### config.mk
export PLATFORM = sky130hd
export DESIGN_NAME = button_mmio
export DESIGN_NICKNAME = d
export VERILOG_FILES = /design/src/rtl/button_pkg.sv /design/src/rtl/debounce_channel.sv /design/src/rtl/button_mmio.sv
export SDC_FILE = /design/constraint.sdc
export NUM_CORES = 1
export LEC_CHECK = 0
export CAP_MARGIN = 20
export CORE_MARGIN = 2
export CORE_UTILIZATION = 50
export CTS_BUF_LIST = sky130_fd_sc_hd__clkbuf_8
export CTS_CLUSTER_SIZE = 8
export DETAILED_ROUTE_END_ITERATION = 12
export PLACE_DENSITY = 0.7
export SLEW_MARGIN = 20
export SYNTH_ARGS = -nofsm -noshare
export SYNTH_HDL_FRONTEND = slang
export SYNTH_HIERARCHICAL = 1
export SYNTH_SLANG_ARGS = --single-unit
### constraint.sdc
create_clock -name clk -period 2.35 [get_ports clk]
set_input_delay 0.3525 -clock clk [delete_from_list [all_inputs] [get_ports clk]]
set_output_delay 0.3525 -clock clk [all_outputs]
set_load 0.1 [all_outputs]
### src/rtl/button_pkg.sv
// Shared types and bit positions for the push-button MMIO peripheral.
// Holds the per-key debounce state encoding and the status word field offsets.
package button_pkg;

  typedef enum logic [1:0] {
    RELEASED   = 2'd0,
    PRESS_PEND = 2'd1,
    PRESSED    = 2'd2,
    REL_PEND   = 2'd3
  } btn_state_t;

  localparam int LEVEL_LSB  = 0;
  localparam int STICKY_LSB = 8;

endpackage

### src/rtl/debounce_channel.sv
// One key: 2-flop synchroniser, debounce FSM and stability counter.
// Ports: clk, rst_n, raw (async pin) -> level (debounced), rise (1-cycle press).
module debounce_channel
  import button_pkg::*;
#(
  parameter int DEBOUNCE_CYCLES = 50000,
  parameter bit ACTIVE_LOW      = 1'b1
) (
  input  logic clk,
  input  logic rst_n,
  input  logic raw,
  output logic level,
  output logic rise
);

  localparam int CW = $clog2(DEBOUNCE_CYCLES);
  localparam logic [CW-1:0] CNT_LAST = CW'(DEBOUNCE_CYCLES - 1);
  localparam logic [CW-1:0] CNT_ONE  = CW'(1);
  localparam logic REL_LVL = ACTIVE_LOW;

  logic sync1_q, sync1_d;
  logic sync2_q, sync2_d;
  btn_state_t state_q, state_d;
  logic [CW-1:0] cnt_q, cnt_d;
  logic act;

  // Flops keep pin polarity so they reset to the released pin level;
  // the polarity flip after them is equivalent to flipping before.
  assign sync1_d = raw;
  assign sync2_d = sync1_q;
  assign act     = sync2_q ^ ACTIVE_LOW;

  always_comb begin
    state_d = state_q;
    cnt_d   = cnt_q;
    rise    = 1'b0;
    unique case (state_q)
      RELEASED: begin
        if (act) begin
          state_d = PRESS_PEND;
          cnt_d   = CNT_ONE;
        end
      end
      PRESS_PEND: begin
        if (!act) begin
          state_d = RELEASED;
          cnt_d   = '0;
        end else if (cnt_q == CNT_LAST) begin
          state_d = PRESSED;
          cnt_d   = '0;
          rise    = 1'b1;
        end else begin
          cnt_d = cnt_q + CNT_ONE;
        end
      end
      PRESSED: begin
        if (!act) begin
          state_d = REL_PEND;
          cnt_d   = CNT_ONE;
        end
      end
      REL_PEND: begin
        if (act) begin
          state_d = PRESSED;
          cnt_d   = '0;
        end else if (cnt_q == CNT_LAST) begin
          state_d = RELEASED;
          cnt_d   = '0;
        end else begin
          cnt_d = cnt_q + CNT_ONE;
        end
      end
      default: begin
        state_d = RELEASED;
        cnt_d   = '0;
      end
    endcase
  end

  always_ff @(posedge clk or negedge rst_n) begin
    if (!rst_n) begin
      sync1_q <= REL_LVL;
      sync2_q <= REL_LVL;
      state_q <= RELEASED;
      cnt_q   <= '0;
    end else begin
      sync1_q <= sync1_d;
      sync2_q <= sync2_d;
      state_q <= state_d;
      cnt_q   <= cnt_d;
    end
  end

  assign level = (state_q == PRESSED) || (state_q == REL_PEND);

endmodule

### src/rtl/button_mmio.sv
// Push-button status word: debounced levels plus read-to-clear press flags.
// Ports: clk, rst_n, buttons_raw, rd_en -> button_read; irq if BUTTON_MMIO_IRQ_EN.
module button_mmio
  import button_pkg::*;
#(
  parameter int N               = 32,
  parameter int NUM_BUTTONS     = 4,
  parameter int DEBOUNCE_CYCLES = 50000,
  parameter bit ACTIVE_LOW      = 1'b1
) (
  input  logic                   clk,
  input  logic                   rst_n,
  input  logic [NUM_BUTTONS-1:0] buttons_raw,
  input  logic                   rd_en,
  output logic [N-1:0]           button_read
`ifdef BUTTON_MMIO_IRQ_EN
  ,
  output logic                   irq
`endif
);

  logic [NUM_BUTTONS-1:0] level;
  logic [NUM_BUTTONS-1:0] rise;
  logic [NUM_BUTTONS-1:0] sticky_q, sticky_d;

  for (genvar i = 0; i < NUM_BUTTONS; i++) begin : g_ch
    debounce_channel #(
      .DEBOUNCE_CYCLES(DEBOUNCE_CYCLES),
      .ACTIVE_LOW     (ACTIVE_LOW)
    ) u_ch (
      .clk  (clk),
      .rst_n(rst_n),
      .raw  (buttons_raw[i]),
      .level(level[i]),
      .rise (rise[i])
    );
  end

  // A press landing on the clearing read was not in the word the CPU saw,
  // so the set term overrides the clear.
  always_comb begin
    sticky_d = rise | (sticky_q & ~{NUM_BUTTONS{rd_en}});
  end

  always_ff @(posedge clk or negedge rst_n) begin
    if (!rst_n) begin
      sticky_q <= '0;
    end else begin
      sticky_q <= sticky_d;
    end
  end

  always_comb begin
    button_read = '0;
    button_read[LEVEL_LSB +: NUM_BUTTONS]  = level;
    button_read[STICKY_LSB +: NUM_BUTTONS] = sticky_q;
  end

`ifdef BUTTON_MMIO_IRQ_EN
  logic irq_q, irq_d;

  always_comb begin
    irq_d = |sticky_q;
  end

  always_ff @(posedge clk or negedge rst_n) begin
    if (!rst_n) begin
      irq_q <= 1'b0;
    end else begin
      irq_q <= irq_d;
    end
  end

  assign irq = irq_q;
`endif

endmodule

=== Yosys cells after proc, flatten, opt, wreduce, memory -nomap -nowiden ===
Cells that the tools add are included.

* Input port bits: 7
* Logic and storage cells: 136
* Output and inout port bits: 32
* Register bits after elaboration: 84

* Equal/unequal tests: 32
* $add $sub $neg: 4
* Bitwise operators: 3
* Mux-type cells: 64
* Reduce and logical (&&, ||, !) cells: 16

{| class="wikitable"
|+ Operator list
! cell !! count
|-
| $mux W16 || 20
|-
| $pmux W16 S4 || 4
|-
| $add A16 B1 Y16 const B || 4
|-
| $eq A16 B16 Y1 const B || 4
|-
| $mux W2 || 24
|-
| $pmux W2 S4 || 4
|-
| $eq A2 B2 Y1 const B || 8
|-
| $reduce_and A4 Y1 || 4
|-
| $mux W1 || 12
|-
| $ne A3 B1 Y1 const B || 4
|-
| $ne A3 B3 Y1 const B || 4
|-
| $eq A2 B1 Y1 const B || 4
|-
| $logic_not A2 Y1 || 4
|-
| $ne A2 B1 Y1 const B || 4
|-
| $ne A2 B2 Y1 const B || 4
|-
| $reduce_and A2 Y1 || 4
|-
| $and A4 B4 Y4 || 1
|-
| $logic_or A1 B1 Y1 || 4
|-
| $not A4 Y4 || 1
|-
| $or A4 B4 Y4 || 1
|}

=== Logic depth before layout (Yosys ltp) ===
Gate-level depths: netlist (run 1).

* Depth in word-level cells: 5
* Mapped depth: 7
* Depth with buffers taken out: 6

=== By module ===
Netlist (run 1), hierarchy kept.

{| class="wikitable"
|+ Modules (own cells, without submodules)
! module !! cells each !! seq. area each (sq um) !! instances !! area each (sq um)
|-
| debounce_channel (g_ch[0].u_ch ...) || 125 || 503.0 || 3 || 1143.6
|-
| debounce_channel (g_ch[3].u_ch) || 115 || 503.0 || 1 || 1059.8
|-
| button_mmio || 34 || 100.1 || 1 || 317.8
|}

=== Worst setup path after synthesis (run 1) ===
Ideal clock, no wire load.

* Path type: reg-to-reg
* Start: register g_ch[1].u_ch.cnt_q[5]
* End: register sticky_q[1]
* Arrival time: 2.011 ns
* Stages on the path, launching flop included: 7
* Clock period less this slack: 2.078 ns
* Setup time: 0.066 ns
* Path buffers: 2
* Path slack: 0.272 ns
* Cell sequence: dfrtp_1 or4b_1 or4_1 buf_2 buf_6 nor4b_4 a21o_1

* Cells in the longest elaborated chain, start to end: 5

{| class="wikitable"
|+ RTL lines
! what !! line !! RTL
|-
| start: declaration || debounce_channel.sv:24 || <nowiki>logic [CW-1:0] cnt_q, cnt_d;</nowiki>
|-
| start signal: assignment || debounce_channel.sv:90 || <nowiki>cnt_q <= cnt_d;</nowiki>
|-
| $eq A16 B16 Y1 || debounce_channel.sv:48 || <nowiki>end else if (cnt_q == CNT_LAST) begin</nowiki>
|-
| $mux W1 || debounce_channel.sv:48 ||
|-
| $mux W1 || debounce_channel.sv:45 || <nowiki>if (!act) begin</nowiki>
|-
| $mux W1 || debounce_channel.sv:37 || <nowiki>unique case (state_q)</nowiki>
|-
| named net rise[1] || button_mmio.sv:23 || <nowiki>logic [NUM_BUTTONS-1:0] rise;</nowiki>
|-
| $or A4 B4 Y4 || button_mmio.sv:42 || <nowiki>sticky_d = rise | (sticky_q & ~{NUM_BUTTONS{rd_en}});</nowiki>
|-
| named net sticky_d[1] || button_mmio.sv:24 || <nowiki>logic [NUM_BUTTONS-1:0] sticky_q, sticky_d;</nowiki>
|-
| end signal: assignment || button_mmio.sv:49 || <nowiki>sticky_q <= sticky_d;</nowiki>
|-
| end: declaration || button_mmio.sv:24 ||
|}

The timed path passes the listed nets, and every way through them passes these cells.
A chain may end at the register's enable or synchronous reset.

==> metrics, run 1 <==
count leader, synth=dfrtp_1; top post-synthesis cells by count=76 x dfrtp_1, 48 x nand2_1, 47 x a31oi_1; post-CTS setup buffer count=0; CTS Sinks=84; failing checks=negative hold slack; GR Util met3=3.42%; critical path class=reg -> reg; Worst Tran Pin Value=754 ps; Die ar.=0.0104 mm²; HPWL after DPL=6.84 mm; Synth Register Bits=84; Clock transition at path regs=80 ps; Die H=102 µm; static leakage=0.00210 µW; TNS Setup=0 ps; Worst EP required=2620 ps; R2R Path Start=g_ch[1].u_ch/cnt_q[7]$_DFFE_PN0P_; Yosys warning count=6; largest net degree at the start of global routing=45; endpoints failing setup=0; maximum root-to-sink buffer count=2; DR pass1 iterations=4; max_cap viols=0; busiest layer in global routing=met2; Max Freq=467 MHz; Area Overhead vs Synth=6.17%; worst hold path class=in -> async; I/O Buffers=14; Antenna diodes=0; wirelength, routed=9.80 mm; routability cong.=0.891; sequential share of the synthesized area=43.9%; R2R Setup Slk=210 ps; DR DRC count=0; H-tree levels=3; Tot Pwr=4490 µW; vias per cell=6.05; total grt overflow=0; fin nets=544; Initial Utilization=51.8%; Final Max Tran Viols=0; cell depth of the worst flop-to-flop path=5; Synth Cell Area=0.00481 mm²; fin crit period=2140 ps; cell taking the most area after synthesis=dfrtp_1; later-pin clock latency in the skew report=350 ps; run status=finished, violations left; crit start category=flop; Main synth FF type=dfrtp_1; post-synthesis cell count=524; Post-Place Cells=651; CTS tree=built; Synth top area share=39.6%; layout cell share with drive strength beyond 1=11.5%; Hold WS=-4.61 ps; vias in the first global route=3619; TritonCTS Buffers=9; endpoints failing hold=9; post-route clock period utilization=91.1%; row cnt=35; IO Pins=39; ANT nets after route=0; die width=102 µm; Max-slew headroom=49.5%; Avg Cell Area, Syn=9.18 µm²; CP endpoint kind=flop; synth top area cells=dfrtp_1 40%, a31oi_1 6.1%, nand3_1 4.5%; initial antenna violation count=0; EDFF count, synth=0; PwrDens=880 mW/mm²; M1 GR Usage=27.9%; Non-Filler Instances=666; drt wl/cell=14.7 µm; Core Region=0.00928 mm²; crit path DAT=2410 ps; Distinct cells, synth=48; skew final=16.0 ps; Clk Tree Root Cell=clkbuf_8; fraction of registers with async set/reset=100%; # hold bufs at CTS=0; Resized cells post-CTS=0; final core area utilization=55.0%; gr usage total=20.1%; maximum vdd drop=0.694 mV; Iter 0 DRT Violations=147; first-pass GRT wire length=17.0 mm; routing usage on met2=31.8%; RSZ-0062 raised after global routing=false; routed vias=4029; Crit Path Max Fanout=15
==> worst max-delay path, cell delays in order (launching register included) <==
cell and delay (ps):
dfrtp_1 440, or4b_1 500, or4_1 530, buf_4 220, a21boi_2 180, mux2i_1 190
==> power by group <==
group / total [µW] / switching, µW / internal, µW
Sequential: 1840 / 237 / 1600
Combinational: 1790 / 1260 / 531
Clock: 862 / 498 / 364
Total: 4490 / 1990 / 2500
==> cell families after synthesis <==
family                   count (synthesis)  share of synthesized area [%]
multiplexers                             7                           1.46
AO/OA/AOI/OAI                          122                           16.5
AND/OR/NAND/NOR                        228                           26.7
XOR/XNOR                                11                           2.00
other                                    1                         0.0780
adder cells (fa/ha/maj)                  4                           1.04
flip-flops                              84                           43.9
buffers and inverters                   67                           8.22
==> placed cells by master (no fill, tap or decap), types with 16 or more instances in the layout <==
cell	count
conb_1	24
nor2_1	35
a31oi_1	47
nand3_1	43
a21oi_1	16
buf_4	23
nand2_1	48
dfrtp_1	76
nand4_1	23
o21ai_0	21
==> flip-flops by register name (all words and copies together), names as in the netlist, named ones only <==
signal,flops
g_ch.u_ch/cnt_q,64
g_ch.u_ch/state_q,4
sticky_q,4
g_ch.u_ch/sync2_q,4
g_ch.u_ch/sync1_q,4
==> per-layer routing <==
metal | up-vias | wire [µm]
met2 | 141 | 4650
met5 | - | 0
met3 | 11 | 470
li1 | 1916 | -
met1 | 1961 | 4570
met4 | 0 | 112
==> through the flow <==
| stage | hold WS (ps) | setup slack [ps] | area [µm²] |
|---|---|---|---|
| floorplan | 56.9 | 272 | 4890 |
| global route | 29.8 | 66.7 | 5100 |
| finish | -4.61 | 209 | 5100 |
| detailed placement | 348 | 214 | 4950 |
| CTS | 5.95 | 194 | 5100 |
| global placement | 345 | 277 | 4950 |
==> area by class of cell <==
class                      instances  area (µm²)
sequential                        84        2110
clock inverter                     6        28.8
multi-input combinational        396        2390
clock buffer                       9         124
timing repair buffer              29         243
tap                              129         161
inverter                          13        48.8
fill                             862        4180
==> worst max path at each step <==
stage | start | end | slack, ps | depth (start not counted)
global placement | g_ch[1].u_ch/cnt_q[5]$_DFFE_PN0P_ | flop | 280 | 5
global route | g_ch[3].u_ch/cnt_q[5]$_DFFE_PN0P_ | g_ch[3].u_ch/cnt_q[8]$_DFFE_PN0P_ | 70 | 5
CTS | g_ch[0].u_ch/cnt_q[7]$_DFFE_PN0P_ | flop | 190 | 5
floorplan | g_ch[1].u_ch/cnt_q[5]$_DFFE_PN0P_ | sticky_q[1]$_DFF_PN0_ | 270 | 6
finish | g_ch[1].u_ch/cnt_q[7]$_DFFE_PN0P_ | flop | 210 | 5
detailed placement | g_ch[0].u_ch/cnt_q[5]$_DFFE_PN0P_ | flop | 210 | 5
No activity file was read; power rests on OpenSTA's default activity.
==> run 2: changes to the inputs <==
--- a/config.mk
+++ b/config.mk
@@ -5,13 +5,14 @@
 export SDC_FILE = /design/constraint.sdc
 export NUM_CORES = 1
 export LEC_CHECK = 0
+export ABC_CLOCK_PERIOD_IN_PS = 2350
 export CAP_MARGIN = 20
 export CORE_MARGIN = 2
 export CORE_UTILIZATION = 50
 export CTS_BUF_LIST = sky130_fd_sc_hd__clkbuf_8
 export CTS_CLUSTER_SIZE = 8
 export DETAILED_ROUTE_END_ITERATION = 12
-export PLACE_DENSITY = 0.7
+export PLACE_DENSITY = 0.71
 export SLEW_MARGIN = 20
 export SYNTH_ARGS = -nofsm -noshare
 export SYNTH_HDL_FRONTEND = slang
==> run 2 against run 1 <==
  * Sequential share of layout area is 0.78 points lower
  * Power is 8.6% higher
  * Largest cell class unchanged
  * Global-route usage is 1.0 points higher
  * Sequential power hardly changed
  * The run now ends clean
  * Clock power is 39% higher
==> metrics, run 2 (same netlist as run 1, synthesis figures left out) <==
DR DRC count=0 (unchanged); Iter 0 DRT Violations=187 (+27%); fin nets=544 (unchanged); Antenna diodes=0 (unchanged); Worst Tran Pin Value=764 ps (+9.34 ps); vias per cell=5.99 (-0.92%); routed vias=3998 (-0.77%); most frequent cells in the layout=76 x dfrtp_1, 48 x nand2_1, 47 x a31oi_1, 43 x nand3_1, 35 x nor2_1; max FFs per register=64 (unchanged); largest net degree at the start of global routing=44 (-2.2%); largest reg by FF count=g_ch.u_ch/cnt_q; skew final=13.9 ps (-2.04 ps); post-route clock period utilization=92.1% (+0.97 points); Max Freq=462 MHz (-1.1%); Worst EP required=2630 ps (about the same); Core Region=0.00928 mm² (unchanged); max_cap viols=0 (unchanged); Resized cells post-CTS=0 (unchanged); RSZ-0062 raised after global routing=false; Die H=102 µm (unchanged); delay-heaviest family, CP=simple AND/OR/NAND/NOR gates; HPWL after DPL=6.88 mm (+0.65%); Final Max Tran Viols=0 (unchanged); layout cell share with drive strength beyond 1=12.1% (+0.54 points); crit-path cells=or4b_1, or4_1, buf_4, a21boi_2, mux2i_1; Area Overhead vs Synth=8.20%; PwrDens=938 mW/mm² (+6.6%); # hold bufs at CTS=1 (+1); I/O Buffers=14 (unchanged); wirelength, routed=10.1 mm (+2.8%); later-pin clock latency in the skew report=360 ps (about the same); ANT nets after route=0 (unchanged); H-tree levels=3 (unchanged); routability cong.=0.923 (+3.6%); row cnt=35 (unchanged); crit start category=flop; CP endpoint kind=flop; cell depth of the worst flop-to-flop path=5 (unchanged); vias in the first global route=3740 (+3.3%); fin crit period=2160 ps (+22.8 ps); critical path class=reg -> reg; Crit Path Max Fanout=17 (+2); initial antenna violation count=0 (unchanged); Initial Utilization=51.8% (unchanged); endpoints failing hold=0 (-9); maximum vdd drop=0.894 mV (+29%); worst hold path class=reg -> reg; CP max stage cell=or4_1; die width=102 µm (unchanged); endpoints failing setup=0 (unchanged); IO Pins=39 (unchanged); first-pass GRT wire length=17.7 mm (+4.6%); Clock transition at path regs=80 ps (about the same); Die ar.=0.0104 mm² (unchanged); maximum root-to-sink buffer count=2 (unchanged); CP Buf/Inv Count=1 (unchanged); CTS Sinks=84 (unchanged); static leakage=0.00214 µW (+1.7%); total grt overflow=0 (unchanged); critical path depth=5 (unchanged); drt wl/cell=15.1 µm (+2.6%); TNS Setup=0 ps (unchanged); Hold Crit Depth=0; Post-Place Cells=650 (-0.15%); max incr delay on CP=540 ps (about the same); DR pass1 iterations=5 (+1); gr usage total=21.1% (+1.0 points); Filler cells=838 (-2.8%); Non-Filler Instances=667 (+0.15%); commonest non-fill, non-tap cell in the layout=dfrtp_1; Clk Tree Root Cell=clkbuf_8; Max-slew headroom=48.9% (-0.63 points); TritonCTS Buffers=9 (unchanged); crit path DAT=2450 ps (+40 ps); Tot Pwr=4880 µW (+8.6%); CTS tree=built; post-CTS setup buffer count=0 (unchanged); run status=completed
[run 2: cell count changes in the layout (fill, tap and decap cells not counted)]
cell           delta
buf_12            +1
inv_1             -3
clkbuf_8          +3
clkinvlp_4        -1
buf_4             -2
dlygate4sd3_1     +1
bufinv_16         +2
[run 2: metal layers]
| metal | GRT usage [%] | wire (µm) |
|---|---|---|
| met4 | 6.87 | 137 |
| met1 | 29.7 | 4750 |
| met3 | 4.45 | 505 |
| met2 | 32.9 | 4680 |
| met5 | 0 | 0 |
[run 2: final timing paths]
check / to / from / slack (ps)
worst max register to register: flop / g_ch[1].u_ch/cnt_q[5]$_DFFE_PN0P_ / 190
max in group asynchronous: g_ch[2].u_ch/sync2_q$_DFF_PN1_ / rst_n / 1150
worst max-delay path: flop / g_ch[1].u_ch/cnt_q[5]$_DFFE_PN0P_ / 190
worst min register to register: g_ch[2].u_ch/sync2_q$_DFF_PN1_ / g_ch[2].u_ch/sync1_q$_DFF_PN1_ / 360
worst min-delay path: g_ch[2].u_ch/sync2_q$_DFF_PN1_ / g_ch[2].u_ch/sync1_q$_DFF_PN1_ / 360
min in group asynchronous: g_ch[2].u_ch/cnt_q[2]$_DFFE_PN0P_ / rst_n / 510
[run 2: power by group]
part           leakage, µW  internal (µW)  switching, µW
Sequential         0.00112           1600            247
Combinational     0.000902            553           1280
Clock             0.000122            683            519
Total              0.00214           2840           2040
[run 2: area by class of cell]
type	count	area, µm²	share of cell area [%]
clock buffers	12	165	3.17
clock inverters	4	70.1	1.35
inverters	13	48.8	0.938
multi-input cells	396	2390	45.9
flip-flops and latches	84	2110	40.6
well taps	129	161	3.10
repair buffers	29	258	4.95
[run 2: metrics by stage]
| stage | setup WS [ps] | util, % | hold WS [ps] | cell area (µm²) |
|---|---|---|---|---|
| finish | 187 | 56.0 | 358 | 5200 |
| global route | 41.4 | 56.0 | 364 | 5200 |
| CTS | 189 | 56.0 | 360 | 5200 |
| detailed placement | 219 | 53.4 | 349 | 4960 |
| global placement | 265 | 53.4 | 346 | 4960 |
| floorplan | 272 | - | 56.9 | 4890 |
